===== config.mk =====
export PLATFORM = sky130hd
export DESIGN_NAME = rb_useq
export DESIGN_NICKNAME = d
export VERILOG_FILES = /design/src/rtl/rb_useq.sv
export SDC_FILE = /design/constraint.sdc
export NUM_CORES = 1
export LEC_CHECK = 0
export CAP_MARGIN = 10
export CORE_MARGIN = 2
export CORE_UTILIZATION = 52
export DETAILED_ROUTE_END_ITERATION = 8
export GPL_TIMING_DRIVEN = 1
export PLACE_DENSITY = 0.84
export SETUP_SLACK_MARGIN = 0.05
export SLEW_MARGIN = 20
export SYNTH_ARGS = -nofsm -noshare
export SYNTH_HDL_FRONTEND = slang
export SYNTH_SLANG_ARGS = --single-unit
export TNS_END_PERCENT = 1

===== constraint.sdc =====
create_clock -name clk -period 3.4 [get_ports clk]
set_input_delay 0.85 -clock clk [delete_from_list [all_inputs] [get_ports clk]]
set_output_delay 0.85 -clock clk [all_outputs]
set_load 0.05 [all_outputs]

===== src/rtl/rb_useq.sv =====
// rtl/rb_useq.sv - microinstruction sequencer for the 36-entry register bank
//
// Runs one decoded microinstruction at a time through RD -> EX -> MEM -> WB
// and drives the bank's address buses and one-cycle read/write strobes.
// Memory transfers go through the working register with a mem_req/mem_ack
// handshake bounded by MEM_TIMEOUT cycles.
//
// Ports:
//   clk, rst_n                 clock, asynchronous active-low reset
//   start                      run the microinstruction on ui_* (IDLE only)
//   ui_busA/B/C, ui_MC, ui_wen decoded microinstruction fields
//   mem_ack                    memory transfer complete (sampled in MEM only)
//   busy, done, err            status: in flight, completion pulse, sticky error
//   busA, busB, busC           bank address buses (hold between instructions)
//   regRead, workRegRead       bank read strobes
//   regWrite, workRegWrite     bank write strobes
//   MC, mem_req                memory control and transfer request
//   csel                       bank write-data select (0 ALU, 1 Mdata)
module rb_useq #(
  parameter int MEM_TIMEOUT = 15,
  parameter int WR_IDX      = 34,
  parameter int AUX_IDX     = 35
) (
  input  logic       clk,
  input  logic       rst_n,
  input  logic       start,
  input  logic [4:0] ui_busA,
  input  logic [5:0] ui_busB,
  input  logic [5:0] ui_busC,
  input  logic [1:0] ui_MC,
  input  logic       ui_wen,
  input  logic       mem_ack,
  output logic       busy,
  output logic       done,
  output logic       err,
  output logic [4:0] busA,
  output logic [5:0] busB,
  output logic [5:0] busC,
  output logic       regRead,
  output logic       workRegRead,
  output logic       regWrite,
  output logic       workRegWrite,
  output logic [1:0] MC,
  output logic       mem_req,
  output logic       csel
);

  typedef enum logic [2:0] {
    S_IDLE,
    S_RD,
    S_EX,
    S_MEM,
    S_WB,
    S_DONE
  } state_t;

  localparam logic [5:0] WR_A     = 6'(WR_IDX);
  localparam logic [5:0] AUX_A    = 6'(AUX_IDX);
  localparam logic [5:0] LAST_IDX = 6'd35;
  localparam logic [3:0] TMO_LAST = 4'(MEM_TIMEOUT - 1);

  state_t     state;
  logic [5:0] l_busc;
  logic [1:0] l_mc;
  logic       l_wen;
  logic [3:0] tcnt;
  logic       bad;

  // Illegal microinstruction: caught at accept so no strobe is ever issued.
  always_comb begin
    bad = 1'b0;
    if (ui_busB > LAST_IDX)                bad = 1'b1;
    if (ui_wen && (ui_busC > LAST_IDX))    bad = 1'b1;
    if (ui_MC == 2'b11)                    bad = 1'b1;
    if (ui_wen && (ui_busC == AUX_A))      bad = 1'b1;
  end

  always_ff @(posedge clk or negedge rst_n) begin
    if (!rst_n) begin
      state        <= S_IDLE;
      l_busc       <= '0;
      l_mc         <= '0;
      l_wen        <= 1'b0;
      tcnt         <= '0;
      busy         <= 1'b0;
      done         <= 1'b0;
      err          <= 1'b0;
      busA         <= '0;
      busB         <= '0;
      busC         <= '0;
      regRead      <= 1'b0;
      workRegRead  <= 1'b0;
      regWrite     <= 1'b0;
      workRegWrite <= 1'b0;
      MC           <= '0;
      mem_req      <= 1'b0;
      csel         <= 1'b0;
    end else begin
      // Every strobe and done is a single-cycle pulse; they default low.
      regRead      <= 1'b0;
      workRegRead  <= 1'b0;
      regWrite     <= 1'b0;
      workRegWrite <= 1'b0;
      done         <= 1'b0;

      case (state)
        S_IDLE: begin
          if (start) begin
            l_busc <= ui_busC;
            l_mc   <= ui_MC;
            l_wen  <= ui_wen;
            busy   <= 1'b1;
            err    <= bad;
            if (bad) begin
              state <= S_DONE;
              done  <= 1'b1;
            end else begin
              state       <= S_RD;
              busA        <= ui_busA;
              busB        <= ui_busB;
              regRead     <= 1'b1;
              // WR must be read when it is an operand or the source of MW.
              workRegRead <= ({1'b0, ui_busA} == WR_A) || (ui_busB == WR_A) || ui_MC[0];
            end
          end
        end

        S_RD: begin
          state <= S_EX;
        end

        S_EX: begin
          if (l_mc != 2'b00) begin
            state <= S_MEM;
            MC    <= l_mc;
            tcnt  <= '0;
          end else if (l_wen) begin
            state        <= S_WB;
            busC         <= l_busc;
            csel         <= 1'b0;
            regWrite     <= 1'b1;
            workRegWrite <= (l_busc == WR_A);
          end else begin
            state <= S_DONE;
            done  <= 1'b1;
          end
        end

        S_MEM: begin
          // First MEM cycle presents MC; mem_req rises one cycle later.
          if (!mem_req) begin
            mem_req <= 1'b1;
          end else if (mem_ack) begin
            mem_req <= 1'b0;
            if (l_mc[1]) begin
              // MR lands in WR from Mdata regardless of ui_wen.
              state        <= S_WB;
              busC         <= WR_A;
              csel         <= 1'b1;
              regWrite     <= 1'b1;
              workRegWrite <= 1'b1;
            end else begin
              state <= S_DONE;
              done  <= 1'b1;
            end
          end else if (tcnt == TMO_LAST) begin
            mem_req <= 1'b0;
            err     <= 1'b1;
            state   <= S_DONE;
            done    <= 1'b1;
          end else begin
            tcnt <= tcnt + 4'd1;
          end
        end

        S_WB: begin
          state <= S_DONE;
          done  <= 1'b1;
        end

        S_DONE: begin
          state <= S_IDLE;
          busy  <= 1'b0;
        end

        default: begin
          state <= S_IDLE;
          busy  <= 1'b0;
        end
      endcase
    end
  end

endmodule


Word level (Yosys, flattened, before mapping)

Index checks and enable logic that the tools add are counted.
W data, S select, Z words.

Eq/ne operators: 20
Bitwise operators: 2
$lt $le $gt $ge: 2
$add $sub $neg: 1
Reductions and logical operators: 16
Multiplexer cells: 64

Operators with widths:

| cell                  | number |
|---|---|
| $mux W1               | 40 |
| $mux W6               | 5 |
| $ne A2 B2 Y1 const B  | 10 |
| $eq A6 B6 Y1 const B  | 3 |
| $mux W3               | 6 |
| $mux W4               | 4 |
| $pmux W3 S5           | 1 |
| $gt A6 B6 Y1 const B  | 2 |
| $pmux W6 S2           | 1 |
| $pmux W1 S2           | 5 |
| $reduce_and A5 Y1     | 2 |
| $pmux W4 S2           | 1 |
| $eq A3 B2 Y1 const B  | 2 |
| $reduce_and A2 Y1     | 3 |
| $reduce_and A3 Y1     | 2 |
| $reduce_and A6 Y1     | 1 |
| $reduce_bool A2 Y1    | 3 |
| $add A4 B1 Y4 const B | 1 |
| $eq A4 B4 Y1 const B  | 1 |
| $pmux W1 S4           | 1 |
| $reduce_or A4 Y1      | 1 |
| $eq A3 B1 Y1 const B  | 1 |
| $eq A3 B3 Y1 const B  | 1 |
| $logic_not A3 Y1      | 1 |
| other kinds (5)       | 7 |

Output and inout bits: 28
Word-level logic and storage cells: 123
Register bits after elaboration: 44

Longest topological paths before layout

Depth in word-level cells: 8
Mapped depth: 6
Gate-level depth less buffers: 6

Worst setup path before layout

OpenSTA, ideal clock, no wires.

Path kind: input port to flip-flop
From: input ui_busC[0]
To: register busA[2]
Cell stages on the path: 5
Arrival time: 2,168 ps
Setup slack: 1,107 ps
Buffers on the path: 1
Cell sequence: a2111oi_0 -> o21ai_1 -> a211oi_4 -> buf_6 -> mux2_4

Cells in the longest elaborated chain, start to end: 7
Elaborated cells between the ends (all ways): 9

RTL lines:

| what                          | line | text |
|---|---|---|
| from (decl)                   | 29   | `input logic [5:0] ui_busC,` |
| $gt A6 B6 Y1                  | 73   | `if (ui_wen && (ui_busC > LAST_IDX)) bad = 1'b1;` |
| $logic_and A1 B1 Y1           | 73   |  |
| $mux W1                       | 73   |  |
| $mux W1                       | 74   | `if (ui_MC == 2'b11) bad = 1'b1;` |
| $mux W1 *                     | 75   | `if (ui_wen && (ui_busC == AUX_A)) bad = 1'b1;` |
| $not A1 Y1 (no line) *        | --   |  |
| $reduce_and A3 Y1 (no line) * | --   |  |
| to (signal assigned)          | 119  | `busA <= ui_busA;` |
| to (decl)                     | 36   | `output logic [4:0] busA,` |

Every way passes the cells marked *; elsewhere a longest branch is shown, timed or not.
A chain may end at the register's enable or synchronous reset.

Final worst setup path

From: input ui_busC[0]
To: register busB[4]

Cells in the longest elaborated chain, start to end: 7
Elaborated cells between the ends (all ways): 9

RTL lines:

| what                          | line | text |
|---|---|---|
| $gt A6 B6 Y1                  | 73   |  |
| $logic_and A1 B1 Y1           | 73   |  |
| $mux W1                       | 73   |  |
| $mux W1                       | 74   |  |
| $mux W1 *                     | 75   |  |
| $not A1 Y1 (no line) *        | --   |  |
| $reduce_and A3 Y1 (no line) * | --   |  |
| to (signal assigned)          | 120  | `busB <= ui_busB;` |
| to (decl)                     | 37   | `output logic [5:0] busB,` |

Marked as above.

==> summary.md <==
| Metric | Value |
|---|---|
| Worst hold path class | reg -> reg |
| WL per Instance | approximately 14 µm |
| Post-CTS Setup Inserts | 0 |
| TritonCTS clock tree | done |
| Cell variety after synth | 40 |
| Synth warn | 0 |
| First-pass GRT wire length | about 6.9 mm |
| Crit. End Element | flop |
| Register bit total from synthesis | 44 |
| Remaining global-route overflow | 0 |
| Max Fclk | just under 0.4 GHz |
| Critical path type | in -> reg |
| CTS Buffer Depth | 2 |
| Initial antenna violation count | 0 |
| Vias per cell | 5.38 |
| Pwr Density | a little over 1000 mW/mm² |
| Mean Syn Cell Area | 11.6 µm² |
| Number of detailed-route iterations in the first pass | 4 |
| Hold Vio Cnt, Final | 0 |
| Post-DP HPWL | 2.93 mm |
| Crit path DAT | roughly 2.7 ns |
| Slew headroom | 37.2% |
| Ys async rst share | 100% |
| Seq/Total Area, Yosys | 54.9% |
| Min cycle time layout | around 2.5 ns |
| Root buf cell | clkbuf_8 |
| Post-route DRC | 0 |
| Most common cell in the netlist | dfrtp_1 |
| Crit-path slowest cell | clkdlybuf4s50_1 |
| Endpoints failing setup | 0 |
| CTS clock-pin slew for the worst setup and hold paths | around 0.080 ns |
| Fill cells | 278 |
| Synthesized Nets | roughly 200 |
| Vias in the first global route | roughly 1400 |
| Routed WL | approximately 4 mm |
| Final Hold Slack | about 0.48 ns |
| Max Fanout on Critical Path | 14 |
| Die width | around 66 µm |
| H-tree levels | 2 |
| Number of gates resized after CTS | 0 |
| Antenna diodes | 0 |
| Max Slew Vio Count | 0 |
| Required @ worst endpoint | between 3 and 4 ns |
| Sink Count | 44 |
| Clk_skew | 0.00199 ns |
| GRT Resource Usage Total | roughly a fifth |
| Post-Syn Area | 0.00200 mm² |
| RSZ-0062 raised after global routing | false |
| Tcrit/Tclk final | between 70 and 80% |
| Boundary pin count | 52 |
| Drt initial violations | roughly 140 |
| Share of cells above drive strength 1 | roughly 16% |
| Worst-Skew Late Latency | around 0.3 ns |
| Status | finished, final reports clean |
| Antenna Nets Post-Route | 0 |
| Initial Util | a little over half |
| Synth area leaders | dfrtp_1, mux2_2, mux2_4 |
| EDFF count, synth | 0 |
| Syn-to-layout area delta | 31.6% |
| Die Footprint | about 0.0044 mm² |
| Placed Area | 0.00254 mm² |
| Slew at the pin closest to its max-slew limit | 0.943 ns |
| Final Power | about 2700 µW |
| Post-synth top area cell | dfrtp_1 |
| Pleak | ~0.0012 µW |
| Largest net degree at the start of global routing | 45 |
| Rows | 22 |
| GP Congestion | around 0.83 |
| Die span in y | between 60 and 70 µm |
| MaxCap Viol Count | 0 |
| Final-stage net count | around 250 |
| Core Area | approximately 0.0037 mm² |
| Final TNS setup | 0 ns |
| Yosys top cell area share | around 55% |
| Maximum VDD drop | 0.677 mV |
| Design area | ~0.0026 mm² |
| Startpoint types | input pin |
| Via count | roughly 1500 |
| Num CTS Buffers | 5 |
| Synth top cells by count | dfrtp_1, nand2_1, mux2_2 |
| Main synth FF type | dfrtp_1 |
| Syn Inst Count | between 150 and 200 |
| Hold-fix buffers at CTS | 0 |
| Port Buf Inserts | 51 |
| Crit-path max cell delay | ~0.43 ns |
| CP Cell Sequence | clkdlybuf4s50_1, a2111oi_0, o21ai_1, a211oi_4, buf_4, mux2_2 |
[cell type report]
| type | instances | area, µm² | share of cell area, % |
|---|---|---|---|
| multi-input combinational | 116 | 837 | 31.7 |
| clock buffer | 6 | 82.6 | 3.13 |
| timing repair buffer | 53 | 520 | 19.7 |
| sequential | 44 | 1100 | 41.7 |
| clock inverter | 2 | 15.0 | 0.569 |
| inverter | 6 | 22.5 | 0.853 |
| tap | 48 | 60.1 | 2.28 |
[registers in the layout, indices dropped and copies added, names as in the netlist]
name and cells:
busB 6, busC 6, l_busc 6, busA 5, tcnt 4, state 3
MC 2, l_mc 2, busy 1, csel 1, done 1, err 1
l_wen 1, mem_req 1, regRead 1, regWrite 1, workRegRead 1, workRegWrite 1
[critical path: cells and delay by family]
kind,cells,cell delay (ns)
AO/OA/AOI/OAI,3,0.83
buffers and inverters,2,0.69
multiplexers,1,0.36
[placed cells by master, fill, tap and decap left out, types with 2 or more instances in the layout]
cell type / instances
clkdlybuf4s50_1: 50
dfrtp_1: 44
nand2_1: 27
mux2_2: 12
o21ai_0: 10
a21oi_1: 7
mux2_4: 7
clkbuf_8: 6
inv_1: 5
nand2b_1: 5
nor2_1: 5
nor2b_1: 4
a22o_1: 4
nand4_1: 3
or3_1: 3
nor4_1: 2
o31ai_1: 2
and3_1: 2
o21a_1: 2
a311oi_1: 2
ha_1: 2
clkinvlp_4: 2
buf_4: 2
[per-layer routing]
layer | up-vias | GRT usage (%) | share of wire [%]
met3 | 4 | 4.43 | 5.1
met4 | 0 | 7.65 | 1.4
li1 | 720 | - | -
met5 | - | 0 | 0
met2 | 41 | 31.6 | 48
met1 | 715 | 30.0 | 45
[path summary, 6_finish.rpt]
check / end / slack, ns / cells after the start / from
worst max-delay path: busB[4] / 0.85 / 6 / ui_busC[0]
worst min-delay path: MC[0] / 0.48 / 2 / MC[0]
worst max register to register: busB[4] / 1.39 / 5 / state[0]
worst min register to register: MC[0] / 0.48 / 2 / MC[0]
max in group asynchronous: tcnt[1] / 2.13 / 1 / rst_n
min in group asynchronous: busA[3] / 0.69 / 1 / rst_n
[report_power, final]
part	switching [µW]	internal [µW]
combinational	815	534
clock	180	164
sequential	212	751
[metrics by stage]
step | utilization [%] | worst slack, ns | instances
finish | 71.5 | 0.853 | 275
global route | 71.5 | 0.759 | 275
CTS | 71.5 | 0.843 | 275
detailed placement | 68.9 | 0.526 | 267
global placement | 68.9 | 0.501 | 267
floorplan | - | 1.11 | 173
[logic make-up after synthesis]
family	Yosys count	synth area share [%]
AND/OR/NAND/NOR	61	16.7
flip-flops	44	54.9
AO/OA/AOI/OAI	34	11.8
multiplexers	19	12.0
buffers and inverters	13	3.31
adder cells (fa/ha/maj)	2	1.25
No activity file was read; power rests on OpenSTA's default activity.
